===== config.mk =====
export PLATFORM = sky130hd
export DESIGN_NAME = esfa_cell_sequencer
export DESIGN_NICKNAME = d
export VERILOG_FILES = /design/src/rtl/esfa_cell_sequencer.sv
export SDC_FILE = /design/constraint.sdc
export NUM_CORES = 1
export LEC_CHECK = 0
export ABC_AREA = 1
export ABC_CLOCK_PERIOD_IN_PS = 2300
export BUFFER_PORTS_ARGS = -buffer_cell sky130_fd_sc_hd__buf_2
export CAP_MARGIN = 20
export CELL_PAD_IN_SITES_DETAIL_PLACEMENT = 1
export CELL_PAD_IN_SITES_GLOBAL_PLACEMENT = 2
export CORE_ASPECT_RATIO = 1.1
export CORE_UTILIZATION = 22
export CTS_CLUSTER_SIZE = 28
export DETAILED_ROUTE_END_ITERATION = 10
export PLACE_DENSITY = 0.84
export SYNTH_ARGS = -nofsm -noshare
export SYNTH_HDL_FRONTEND = slang
export SYNTH_SLANG_ARGS = --single-unit

===== constraint.sdc =====
create_clock -name clk -period 2.3 [get_ports clk]
set_input_delay 0.115 -clock clk [delete_from_list [all_inputs] [get_ports clk]]
set_output_delay 0.115 -clock clk [all_outputs]
set_load 0.05 [all_outputs]

===== src/rtl/esfa_cell_sequencer.sv =====
// esfa_cell_sequencer: runs one ESFA command at a time against the cell
// array. It broadcasts the selector, index, value and metadata, then turns
// the per-cell hit flags into one response where the lowest index wins.
//
// Ports:
//   clk, reset               clock, synchronous active-low reset
//   cmd_valid/ready, cmd_*   command handshake and operands
//   rsp_valid/ready, rsp_*   response handshake and result
//   cell_selector, cell_inserted_index, cell_inserted_value,
//   cell_metadata, cell_isMetadata      registered broadcast to all cells
//   cell_bool, cell_result_value, cell_context   per-cell returns
//
// Build option: define ESFA_SEQ_MULTIHIT_EN to enable rsp_multi.
// Without it, rsp_multi is tied to 0.

module esfa_cell_sequencer #(
    parameter int NUM_CELLS = 8
) (
    input  logic                   clk,
    input  logic                   reset,
    input  logic                   cmd_valid,
    output logic                   cmd_ready,
    input  logic [2:0]             cmd_op,
    input  logic [7:0]             cmd_array,
    input  logic [7:0]             cmd_index,
    input  logic [7:0]             cmd_value,
    output logic                   rsp_valid,
    input  logic                   rsp_ready,
    output logic                   rsp_hit,
    output logic [7:0]             rsp_value,
    output logic [7:0]             rsp_context,
    output logic [7:0]             rsp_cell,
    output logic                   rsp_multi,
    output logic [7:0]             cell_selector,
    output logic [7:0]             cell_inserted_index,
    output logic [7:0]             cell_inserted_value,
    output logic [7:0]             cell_metadata,
    output logic                   cell_isMetadata,
    input  logic [NUM_CELLS-1:0]   cell_bool,
    input  logic [NUM_CELLS*8-1:0] cell_result_value,
    input  logic [NUM_CELLS*8-1:0] cell_context
);

    localparam logic [2:0] S_IDLE   = 3'd0;
    localparam logic [2:0] S_ISSUE  = 3'd1;
    localparam logic [2:0] S_SAMPLE = 3'd2;
    localparam logic [2:0] S_WRITE  = 3'd3;
    localparam logic [2:0] S_RESP   = 3'd4;

    localparam logic [2:0] OP_INSERT = 3'd0;

    localparam logic [7:0] SEL_NOP    = 8'd8;
    localparam logic [7:0] SEL_WRITE  = 8'd0;
    localparam logic [7:0] SEL_INSERT = 8'd5;
    localparam logic [7:0] SEL_LOOKUP = 8'd1;
    localparam logic [7:0] SEL_ENCODE = 8'd2;
    localparam logic [7:0] SEL_ENRANK = 8'd6;

    logic [2:0] state_q, state_d;
    logic [2:0] op_q, op_d;
    logic [7:0] win_q, win_d;
    logic       wr_ph_q, wr_ph_d;
    logic [7:0] sel_q, sel_d;
    logic [7:0] idx_q, idx_d;
    logic [7:0] val_q, val_d;
    logic [7:0] meta_q, meta_d;
    logic       ismeta_q, ismeta_d;
    logic       rsp_hit_q, rsp_hit_d;
    logic [7:0] rsp_value_q, rsp_value_d;
    logic [7:0] rsp_context_q, rsp_context_d;
    logic [7:0] rsp_cell_q, rsp_cell_d;

    logic       hit_any;
    logic [7:0] hit_idx;
    logic [7:0] hit_val;
    logic [7:0] hit_ctx;

    // Walk from the top down so the lowest set index is the last to be
    // written and therefore wins.
    always_comb begin
        hit_any = 1'b0;
        hit_idx = 8'd0;
        hit_val = 8'd0;
        hit_ctx = 8'd0;
        for (int i = NUM_CELLS - 1; i >= 0; i--) begin
            if (cell_bool[i]) begin
                hit_any = 1'b1;
                hit_idx = 8'(i);
                hit_val = cell_result_value[i*8 +: 8];
                hit_ctx = cell_context[i*8 +: 8];
            end
        end
    end

`ifdef ESFA_SEQ_MULTIHIT_EN
    logic rsp_multi_q, rsp_multi_d;
    logic hit_multi;
    logic seen;

    // Flags a second set bit; no full population count is needed.
    always_comb begin
        hit_multi = 1'b0;
        seen      = 1'b0;
        for (int i = 0; i < NUM_CELLS; i++) begin
            if (cell_bool[i]) begin
                if (seen) hit_multi = 1'b1;
                seen = 1'b1;
            end
        end
    end

    assign rsp_multi = rsp_multi_q;
`else
    assign rsp_multi = 1'b0;
`endif

    always_comb begin
        state_d       = state_q;
        op_d          = op_q;
        win_d         = win_q;
        wr_ph_d       = wr_ph_q;
        sel_d         = SEL_NOP;
        idx_d         = idx_q;
        val_d         = val_q;
        meta_d        = meta_q;
        ismeta_d      = ismeta_q;
        rsp_hit_d     = rsp_hit_q;
        rsp_value_d   = rsp_value_q;
        rsp_context_d = rsp_context_q;
        rsp_cell_d    = rsp_cell_q;
`ifdef ESFA_SEQ_MULTIHIT_EN
        rsp_multi_d   = rsp_multi_q;
`endif
        case (state_q)
            S_IDLE: begin
                if (cmd_valid) begin
                    op_d          = cmd_op;
                    rsp_hit_d     = 1'b0;
                    rsp_value_d   = 8'd0;
                    rsp_context_d = 8'd0;
                    rsp_cell_d    = 8'd0;
`ifdef ESFA_SEQ_MULTIHIT_EN
                    rsp_multi_d   = 1'b0;
`endif
                    if (cmd_op[2]) begin
                        // Reserved op: answer at once with an empty result.
                        state_d = S_RESP;
                    end else begin
                        state_d  = S_ISSUE;
                        ismeta_d = 1'b1;
                        idx_d    = cmd_index;
                        val_d    = cmd_value;
                        meta_d   = (cmd_op == OP_INSERT) ? 8'd0 : cmd_array;
                        unique case (cmd_op[1:0])
                            2'd0: sel_d = SEL_INSERT;
                            2'd1: sel_d = SEL_LOOKUP;
                            2'd2: sel_d = SEL_ENCODE;
                            2'd3: sel_d = SEL_ENRANK;
                        endcase
                    end
                end
            end
            S_ISSUE: begin
                state_d = S_SAMPLE;
            end
            S_SAMPLE: begin
                if (op_q == OP_INSERT) begin
                    if (hit_any) begin
                        sel_d   = SEL_WRITE;
                        meta_d  = hit_idx;
                        win_d   = hit_idx;
                        wr_ph_d = 1'b0;
                        state_d = S_WRITE;
                    end else begin
                        state_d = S_RESP;
                    end
                end else begin
                    rsp_hit_d     = hit_any;
                    rsp_cell_d    = hit_idx;
                    rsp_value_d   = hit_val;
                    rsp_context_d = hit_ctx;
`ifdef ESFA_SEQ_MULTIHIT_EN
                    rsp_multi_d   = hit_multi;
`endif
                    state_d       = S_RESP;
                end
            end
            S_WRITE: begin
                // First cycle lets the cell capture selector 0; the
                // second one closes out with the response.
                if (!wr_ph_q) begin
                    wr_ph_d = 1'b1;
                end else begin
                    rsp_hit_d     = 1'b1;
                    rsp_cell_d    = win_q;
                    rsp_value_d   = win_q;
                    rsp_context_d = win_q;
                    state_d       = S_RESP;
                end
            end
            S_RESP: begin
                if (rsp_ready) state_d = S_IDLE;
            end
            default: begin
                state_d = S_IDLE;
            end
        endcase
    end

    always_ff @(posedge clk) begin
        if (!reset) begin
            state_q       <= S_IDLE;
            op_q          <= 3'd0;
            win_q         <= 8'd0;
            wr_ph_q       <= 1'b0;
            sel_q         <= SEL_NOP;
            idx_q         <= 8'd0;
            val_q         <= 8'd0;
            meta_q        <= 8'd0;
            ismeta_q      <= 1'b0;
            rsp_hit_q     <= 1'b0;
            rsp_value_q   <= 8'd0;
            rsp_context_q <= 8'd0;
            rsp_cell_q    <= 8'd0;
`ifdef ESFA_SEQ_MULTIHIT_EN
            rsp_multi_q   <= 1'b0;
`endif
        end else begin
            state_q       <= state_d;
            op_q          <= op_d;
            win_q         <= win_d;
            wr_ph_q       <= wr_ph_d;
            sel_q         <= sel_d;
            idx_q         <= idx_d;
            val_q         <= val_d;
            meta_q        <= meta_d;
            ismeta_q      <= ismeta_d;
            rsp_hit_q     <= rsp_hit_d;
            rsp_value_q   <= rsp_value_d;
            rsp_context_q <= rsp_context_d;
            rsp_cell_q    <= rsp_cell_d;
`ifdef ESFA_SEQ_MULTIHIT_EN
            rsp_multi_q   <= rsp_multi_d;
`endif
        end
    end

    assign cmd_ready           = (state_q == S_IDLE);
    assign rsp_valid           = (state_q == S_RESP);
    assign rsp_hit             = rsp_hit_q;
    assign rsp_value           = rsp_value_q;
    assign rsp_context         = rsp_context_q;
    assign rsp_cell            = rsp_cell_q;
    assign cell_selector       = sel_q;
    assign cell_inserted_index = idx_q;
    assign cell_inserted_value = val_q;
    assign cell_metadata       = meta_q;
    assign cell_isMetadata     = ismeta_q;

endmodule


==> results of run 1 <==
==> routing by layer <==
layer | share of wire [%] | GRT usage (%) | wire length (um) | up-vias
met1 | 44 | 20.52 | 6686 | 2111
met3 | 4.6 | 3.422 | 692 | 6
met4 | 0.42 | 3.822 | 63 | 2
met2 | 50 | 30.60 | 7576 | 121
met5 | 0.086 | 0 | 13 | -
li1 | - | - | - | 2435
==> flip-flops by register name, indices dropped and copies added, names as in the netlist <==
name	count
cell_inserted_value	8
cell_selector	4
win_q	3
rsp_hit	1
cell_metadata	8
op_q	3
rsp_cell	3
cell_inserted_index	8
rsp_value	8
state_q	3
rsp_context	8
cell_isMetadata	1
wr_ph_q	1
==> per-stage QoR <==
step	setup WS [ns]	instances	hold WS, ns	power, W	cell area [um2]
2_1_floorplan	0.2393	658	0.1940	0.002401	3830
3_3_place_gp	0.5700	1070	0.3272	0.002805	4995
3_5_place_dp	0.5223	1070	0.3287	0.002819	4995
4_1_cts	0.5114	1087	0.008165	0.004079	5279
5_1_grt	0.3369	1090	0.01402	0.004255	5286
6_report	0.4998	1090	0.01907	0.004020	5286
==> layout by cell type, fill, tap and decap left out, types with 2 or more instances in the layout <==
cell type    n
nand4_1      2
nand2_1    172
inv_1       55
buf_4        6
inv_4        2
clkbuf_1     3
nor2_2       4
dfxtp_1     59
diode_2      3
nand2_2      6
clkinv_2     2
conb_1      10
o21ai_1     25
nor2_4       2
nor3_1       3
nand3_1     50
nor2_1     115
nand3b_1     2
buf_2      217
clkbuf_8     2
o21ai_0     31
a21oi_1     62
clkbuf_16    9
inv_2        7
==> timing repair <==
| item | CTS | global route |
|---|---|---|
| hold endpoints to repair | 1 | 0 |
| hold buffers | 1 | 0 |
| setup endpoints to repair | 0 | 0 |
==> final timing paths <==
| path | startpoint | to | depth (start not counted) |
|---|---|---|---|
| worst max-delay path | state_q[0]$_SDFFE_PN0P_ | rsp_hit$_SDFFE_PN0P_ | 8 |
| worst min-delay path | cmd_array[4] | cell_metadata[4]$_SDFFE_PN0P_ | 3 |
| worst max register to register | state_q[0]$_SDFFE_PN0P_ | rsp_hit$_SDFFE_PN0P_ | 8 |
| worst min register to register | cell_isMetadata$_SDFFE_PN0P_ | cell_isMetadata$_SDFFE_PN0P_ | 2 |
==> worst reg2reg max path, delay by kind of cell, from the launching register on <==
kind	cells	cell delay, ns
AOI/OAI and AO/OA	1	0.16
buffers and inverters	1	0.06
DFF	1	0.43
and+or+nand+nor	6	1.09
==> report_power, final <==
group / internal, W / total, W / switching, W
Sequential: 0.00117 / 0.00126 / 0.0000811
Clock: 0.000784 / 0.00123 / 0.000444
Combinational: 0.000404 / 0.00154 / 0.00113
==> layout make-up <==
class / count / area, um2 / share of cell area (%)
inverter: 64 / 245.2 / 4.639
timing repair buffer: 224 / 1141 / 21.59
clock buffer: 14 / 264.0 / 4.994
multi-input combinational: 490 / 2145 / 40.57
tap: 234 / 292.8 / 5.538
sequential: 59 / 1181 / 22.34
antenna: 3 / 7.507 / 0.1420
clock inverter: 2 / 10.01 / 0.1893
==> kinds of logic after synthesis <==
kind of cell	count (synthesis)	share of synthesized area, %
simple gates	359	39.22
buf+inv	109	13.28
flops	59	31.11
other cells	1	0.09878
compound gates	120	15.95
fa+ha+maj	1	0.3295
==> impl_results.md, run 1 <==
* Most numerous cell in the Yosys netlist: nand2_1
* Main area contributors after synthesis: dfxtp_1, nand2_1, nor2_1
* Cells after Synth at 649
* Post-CTS Setup Inserts at 0
* Total Wirelength at between 15,000 and 20,000 um
* Drt drc at 0
* CTS sink count at just under 60
* Largest net degree at the start of global routing at 33
* Initial Util at 22.39%
* Clk_lat worst skew at 0.32 ns
* Drt pass-1 iters at 4
* CTS Root Cell: clkbuf_16
* Yosys top cell area share at 31.11%
* Crit path launch type: flop
* Post-synth EDFFs at 0
* Status: finished clean
* CP cell instances: nor2_1 > nand2_2 > inv_2 > nand2_1 > nand2_2 > nor2_4 > nand3_1 > a21oi_1
* Leakage at ~2.8 nW
* Fin. Hold Viols at 0
* Critical path's largest stage delay at between 0.5 and 0.6 ns
* CTS clock-pin slew for the worst setup and hold paths at 0.05 ns
* Via count at 4,675
* Max-Cap Viols at 0
* CP max FO at 30
* Vias per cell at 4.289
* Input/output buffers at 217
* Synth async-reset ratio at 0%
* Data required, critical path at roughly 2.6 ns
* Most Frequent Cell on Critical Path: nand2_2
* Max VDD drop at roughly 0.48 mV
* Final Skew at 0.008232 ns
* Worst hold path class: in -> reg
* Fin util at 31.18%
* Most frequent cells after synthesis: nand2_1, nor2_1, a21oi_1
* Slew Viols, Final at 0
* Vias in the first global route at between 4,000 and 5,000
* Clock buffer depth at 2
* CTS buffer count at 9
* Slew Limit Headroom at ~52%
* Arr. time, crit path at 2.05 ns
* Final Net Count at 1,016
* Power per cell area at between 700 and 800 nW/um2
* Die Wd at ~130 um
* Post-detail-place hpwl at 11,920 um
* Layout cells sized above 1 at a little under a third
* CP bufs+invs at 1
* CORE AREA at 16,950 um2
* Slowest stage cell on the critical path: nor2_4
* Yosys reg bits at a little under 60
* Num rows at 50
* Synth warn at 0
* Fillcell total at around 2,300
* CP Class: reg -> reg
* Final ANT Viol Nets at 0
* Mapped Avg Cell Area at approximately 5.8 um2
* Reg2reg setup slack at 0.50 ns
* Antenna violations before repair at 4
* Min Tclk post-route at 1.800 ns
* Placer Congestion at 0.8153
* Post-CTS resize count at 0
* First-pass GRT wire length at 23,720 um
* I/O Pins at approximately 230
* 1st-iter DRT viols at roughly 170
* # H-tree levels at 3
* Worst Tran Pin Value at 0.7132 ns
* Synth Flop Type: dfxtp_1
* Layout overhead on the synthesized area at 39.26%
* Setup TNS at 0 ns
* Max frequency at 555.5 MHz
* Final global-route overflow total at 0
* Setup crit end kind: flop
* Mapped Area at 3796 um2
* Unrepaired setup endpoints after global routing: no
* Die height at 139.8 um
* Cell family with most CP delay: simple AND/OR/NAND/NOR gates
* Fin crit share at 78.27%
* Gr usage total at 16.97%
* WL/cell at 13.79 um
* Setup violators final at 0
* DIE AREA at about 18,000 um2
* TritonCTS clock tree: yes
* Area leader, netlist: dfxtp_1
* Post-synthesis cell type count at 28
* Sequential element share of the synthesized area at 31.11%
Power figures use the tool's default switching activity.
==> run 2: changes to the inputs <==
--- a/config.mk
+++ b/config.mk
@@ -6,16 +6,16 @@
 export NUM_CORES = 1
 export LEC_CHECK = 0
 export ABC_AREA = 1
-export ABC_CLOCK_PERIOD_IN_PS = 2300
+export ABC_CLOCK_PERIOD_IN_PS = 1800
 export BUFFER_PORTS_ARGS = -buffer_cell sky130_fd_sc_hd__buf_2
 export CAP_MARGIN = 20
 export CELL_PAD_IN_SITES_DETAIL_PLACEMENT = 1
 export CELL_PAD_IN_SITES_GLOBAL_PLACEMENT = 2
 export CORE_ASPECT_RATIO = 1.1
-export CORE_UTILIZATION = 22
+export CORE_UTILIZATION = 20
 export CTS_CLUSTER_SIZE = 28
 export DETAILED_ROUTE_END_ITERATION = 10
-export PLACE_DENSITY = 0.84
+export PLACE_DENSITY = 0.77
 export SYNTH_ARGS = -nofsm -noshare
 export SYNTH_HDL_FRONTEND = slang
 export SYNTH_SLANG_ARGS = --single-unit
==> constraint.sdc (replaced) <==
create_clock -name clk -period 1.8 [get_ports clk]
set_input_delay 0.09 -clock clk [delete_from_list [all_inputs] [get_ports clk]]
set_output_delay 0.09 -clock clk [all_outputs]
set_load 0.05 [all_outputs]
==> run 2 against run 1 <==
- power up 32%
- clock-buffer cell count down 3
- sequential power up 28%
- combinational power up 32%
- clock skew down 0.0018 ns
- register-to-register slack worse by 0.29 ns
- worst hold slack worse by 0.0087 ns
- non-clock buffer count up 19
- cell count up 2.4%
==> impl_results.md, run 2 (synthesized netlist as in run 1, its figures left out) <==
* Status: finished clean
* Sequential power share at slightly above 30%
* Largest net degree at the start of global routing at 24
* Vias per cell at between 4 and 5
* Most frequent cells in the layout: buf_2, nand2_1, nor2_1
* Cell area after layout at approximately 5500 um2
* Data required, critical path at 2.01 ns
* Gr usage total at 16.24%
* Drt drc at 0
* Psw at 0.002152 W
* Setup crit end kind: flop
* CTS Root Cell: clkbuf_16
* CTS hold repair buffers at 14
* Slew Viols, Final at 0
* Arr. time, crit path at ~1.8 ns
* # H-tree levels at 3
* Clk_lat worst skew at ~0.33 ns
* Non-filler cells, final at 1,116
* Internal power at 0.003173 W
* Crit path launch type: flop
* Most Frequent Cell on Critical Path: nor2_4
* Initial Util at a little over 20%
* Sw Ratio at 40.42%
* CP Class: reg -> reg
* Final global-route overflow total at 0
* Setup TNS at 0 ns
* Die height at 146.5 um
* Worst hold path class: in -> reg
* First-pass GRT wire length at 25,120 um
* CP max FO at 23
* Drt pass-1 iters at 4
* Commonest non-fill, non-tap cell in the layout: buf_2
* Min Tclk post-route at ~1.6 ns
* Power per cell area at 967.1 nW/um2
* Final Skew at 0.006382 ns
* Antenna violations before repair at 1
* Max-Cap Viols at 0
* Die Wd at between 100 and 150 um
* Leakage at about 2.9 nW
* Post-CTS resize count at 0
* Placer Congestion at between 0.7 and 0.8
* Fillcell total at 2,487
* Slowest stage cell on the critical path: dfxtp_1
* FF/Latch Area at roughly 1200 um2
* Area of the multi-input gates at 2150 um2
* Fin. Hold Viols at 0
* Hold slack final at 0.01037 ns
* Layout cells sized above 1 at 30.73%
* WL/cell at 13.97 um
* CTS buffer count at 9
* Post-detail-place hpwl at 12,660 um
* CP cell instances: inv_2 > nor2_4 > nand2_1 > o21bai_1 > nor2_4 > buf_12 > o21ai_1 > a21oi_1
* Layout overhead on the synthesized area at 45.06%
* Vias in the first global route at approximately 4,900
* Total Wirelength at 15,590 um
* Critical path's largest stage delay at 0.37 ns
* Max frequency at 630.1 MHz
* Post-CTS Setup Inserts at 0
* Slew Limit Headroom at 62.58%
* Max VDD drop at 0.4917 mV
* Setup violators final at 0
* Clock power frac at 31.8%
* Via count at 4,708
* CP bufs+invs at 2
* Num rows at 52
* CTS clock-pin slew for the worst setup and hold paths at 0.05 ns
* Dpl cells at approximately 1,100
* TritonCTS clock tree: yes
* 1st-iter DRT viols at 161
* Final Net Count at 1,035
* Cell family with most CP delay: compound AO/OA/AOI/OAI gates
* Logic pwr share at 38.0%
* DIE AREA at between 15,000 and 20,000 um2
* Final ANT Viol Nets at 0
* Worst Tran Pin Value at 0.5607 ns
* Unrepaired setup endpoints after global routing: no
* DP Area at 5069 um2
* Input/output buffers at 217
* CORE AREA at around 18,000 um2
* CTS sink count at between 50 and 60
* I/O Pins at 228
* Clock buffer depth at 2
* Fin crit share at around nine tenths
[run 2: changes by cell type in the layout (fill, tap and decap cells not counted), moves of 2 or more]
| cell | change |
|---|---|
| clkbuf_1 | -2 |
| dlygate4sd3_1 | +13 |
| diode_2 | -2 |
| buf_4 | +5 |
[run 2: metrics by stage]
| stage | total power (W) | worst slack (ns) | utilization [%] |
|---|---|---|---|
| after floorplan | 0.003070 | 0.2435 | - |
| after global placement | 0.003635 | 0.2314 | 27.43 |
| after detailed placement | 0.003657 | 0.2172 | 27.43 |
| after CTS | 0.005407 | 0.2089 | 29.79 |
| after global routing | 0.005669 | 0.02311 | 29.80 |
| final | 0.005326 | 0.2131 | 29.80 |
[run 2: routing by layer]
| layer | wire length (um) | vias up | track usage, % |
|---|---|---|---|
| li1 | - | 2462 | - |
| met1 | 6860 | 2107 | 19.60 |
| met2 | 7780 | 127 | 29.04 |
| met3 | 806 | 12 | 3.646 |
| met4 | 140 | 0 | 3.523 |
| met5 | 0 | - | 0 |
[run 2: tightest hold or removal path, stage by stage]
cell and delay (ns):
buf_2 0.09, inv_1 0.03, o21ai_0 0.06
[run 2: path summary, 6_finish.rpt]
path	from	end	slack, ns	cells after the start
min reg2reg	cell_isMetadata$_SDFFE_PN0P_	cell_isMetadata$_SDFFE_PN0P_	0.45	2
max	state_q[1]$_SDFFE_PN0P_	rsp_value[2]$_SDFFE_PN0P_	0.21	8
max reg2reg	state_q[1]$_SDFFE_PN0P_	rsp_value[2]$_SDFFE_PN0P_	0.21	8
min	cmd_index[4]	cell_inserted_index[4]$_SDFFE_PN0P_	0.01	3
[run 2: area by class of cell]
cell class	count	area share [%]
clock buffers	11	4.408
inverters	64	4.454
multi-input cells	490	39.04
flip-flops and latches	59	21.45
repair buffers	243	24.13
clock inverters	5	0.9543
well taps	243	5.521
diodes	1	0.04544
[run 2: power groups by stage]
stage / sequential [W] / combinational, W / clock (W)
after CTS: 0.00161 / 0.00205 / 0.00174
after floorplan: 0.00220 / 0.000871 / 0
after global routing: 0.00163 / 0.00223 / 0.00180
final: 0.00161 / 0.00203 / 0.00169
after detailed placement: 0.00163 / 0.00203 / 0
after global placement: 0.00163 / 0.00200 / 0
==> run 3: changes to the inputs <==
--- a/config.mk
+++ b/config.mk
@@ -12,6 +12,7 @@
 export CELL_PAD_IN_SITES_DETAIL_PLACEMENT = 1
 export CELL_PAD_IN_SITES_GLOBAL_PLACEMENT = 2
 export CORE_ASPECT_RATIO = 1.1
+export CORE_MARGIN = 2
 export CORE_UTILIZATION = 20
 export CTS_CLUSTER_SIZE = 28
 export DETAILED_ROUTE_END_ITERATION = 10
==> run 3 against run 2 <==
- setup slack worse by 0.0066 ns
- largest power group unchanged
- wire length is 1.1% lower
- combinational power hardly changed
- die area rose by 2.9%
- worst hold slack lost 0.0046 ns
- cell count shrank 0.63%
- critical path type unchanged
- sequential cell count unchanged
==> impl_results.md, run 3 (synthesized netlist as in run 1, its figures left out) <==
* WL/cell at roughly 14 um
* CP max FO at 23
* Post-CTS resize count at 0
* Commonest non-fill, non-tap cell in the layout: buf_2
* Vias per cell at between 4 and 5
* Placer Congestion at about 0.8
* CTS clock-pin slew for the worst setup and hold paths at 0.05 ns
* Final ANT Viol Nets at 0
* CTS sink count at 59
* Fin worst setup slack at 0.2064 ns
* Antenna violations before repair at 3
* Drt drc at 0
* CTS Root Cell: clkbuf_16
* Die height at 148.5 um
* CTS hold repair buffers at 7
* Crit path launch type: flop
* Via count at 4,718
* Most frequent cells in the layout: buf_2, nand2_1, nor2_1
* Post-detail-place hpwl at 12,650 um
* Largest net degree at the start of global routing at 33
* First-pass GRT wire length at roughly 24,000 um
* Gr usage total at 15.35%
* Final global-route overflow total at 0
* # H-tree levels at 3
* Clock buffer depth at 2
* Setup crit end kind: flop
* Min Tclk post-route at approximately 1.6 ns
* Data required, critical path at 2.01 ns
* Die Wd at about 140 um
* Total Wirelength at about 15,000 um
* Clk_lat worst skew at approximately 0.32 ns
* Max VDD drop at 0.4680 mV
* 1st-iter DRT viols at 125
* CTS buffer count at 9
* R2r worst-path depth at 8
* Fillcell total at roughly 2,500
* Final Skew at 0.005467 ns
* Hold path cells at 3
* Initial Util at 20.54%
* Hold slack final at roughly 0.0058 ns
* Unrepaired setup endpoints after global routing: no
* Layout cells sized above 1 at a little over 30%
* CP Class: reg -> reg
* TritonCTS clock tree: yes
* I/O Pins at 228
* CORE AREA at 18,480 um2
* Setup violators final at 0
* Max-Cap Viols at 0
* Leakage at between 2 and 3 nW
* Fin crit share at 88.53%
* Power per cell area at 965.5 nW/um2
* Layout overhead on the synthesized area at 42.78%
* Setup TNS at 0 ns
* Status: finished clean
* Drt pass-1 iters at 4
* Post-CTS Setup Inserts at 0
* Vias in the first global route at 4,836
* Arr. time, crit path at 1.81 ns
* Worst hold path class: in -> reg
* Pre-CTS setup slack at 0.2328 ns
* Num rows at 52
* Max frequency at 627.5 MHz
* Fin. Hold Viols at 0
* DIE AREA at approximately 20,000 um2
* Final Net Count at 1,028
* Slew Viols, Final at 0
* Input/output buffers at 217
run 3: cell types whose count changed in the layout (fill, tap and decap cells not counted), sizes merged:
| cell | delta |
|---|---|
| clkbuf | +1 |
| clkinv | -1 |
| clkinvlp | -1 |
| diode | +1 |
| dlygate4sd3 | -7 |
run 3: metrics by stage:
| stage | std cells | util [%] | power (W) | instance area, um2 |
|---|---|---|---|---|
| after floorplan | 658 | - | 0.003070 | 3835 |
| after global placement | 1085 | 27.43 | 0.003635 | 5069 |
| after detailed placement | 1085 | 27.43 | 0.003649 | 5069 |
| after CTS | 1107 | 29.31 | 0.005307 | 5415 |
| after global routing | 1109 | 29.33 | 0.005563 | 5420 |
| final | 1109 | 29.33 | 0.005233 | 5420 |
run 3: metal layers:
layer	share of wire (%)	vias to the layer above	track usage, %	routed length (um)
met2	50	127	27.92	7674
met5	0.084	-	0	13
met3	5.6	21	3.545	860
met1	43	2112	18.14	6629
li1	-	2456	-	-
met4	1.6	2	3.802	240
run 3: worst paths after layout:
check	to	slack (ns)	start
min	cell_inserted_index[2]$_SDFFE_PN0P_	0.006	cmd_index[2]
min reg2reg	cell_isMetadata$_SDFFE_PN0P_	0.44	cell_isMetadata$_SDFFE_PN0P_
max	rsp_context[6]$_SDFFE_PN0P_	0.21	state_q[1]$_SDFFE_PN0P_
max reg2reg	rsp_context[6]$_SDFFE_PN0P_	0.21	state_q[1]$_SDFFE_PN0P_
run 3: area by class of cell:
type	count	area, um2	share of cell area, %
flip-flops and latches	59	1181	21.79
diodes	2	5.005	0.09234
multi-input cells	490	2150	39.66
inverters	64	245.2	4.524
repair buffers	236	1259	23.22
well taps	243	304.0	5.609
clock buffers	12	236.5	4.363
clock inverters	3	40.04	0.7387
run 3: worst max-delay path: stages, from the launching register on:
cell	delay, ns
dfxtp_1	0.37
inv_2	0.08
nor2_4	0.11
nand2_1	0.14
o21bai_1	0.30
nor2_4	0.12
buf_12	0.17
o21ai_1	0.14
a21oi_1	0.05
run 3: report_power, final:
part | total (W) | internal (W) | switching (W)
clock network | 0.00162 | 0.00106 | 0.000560
logic | 0.00201 | 0.000563 | 0.00144
registers | 0.00161 | 0.00150 | 0.000108
total | 0.00523 | 0.00312 | 0.00211
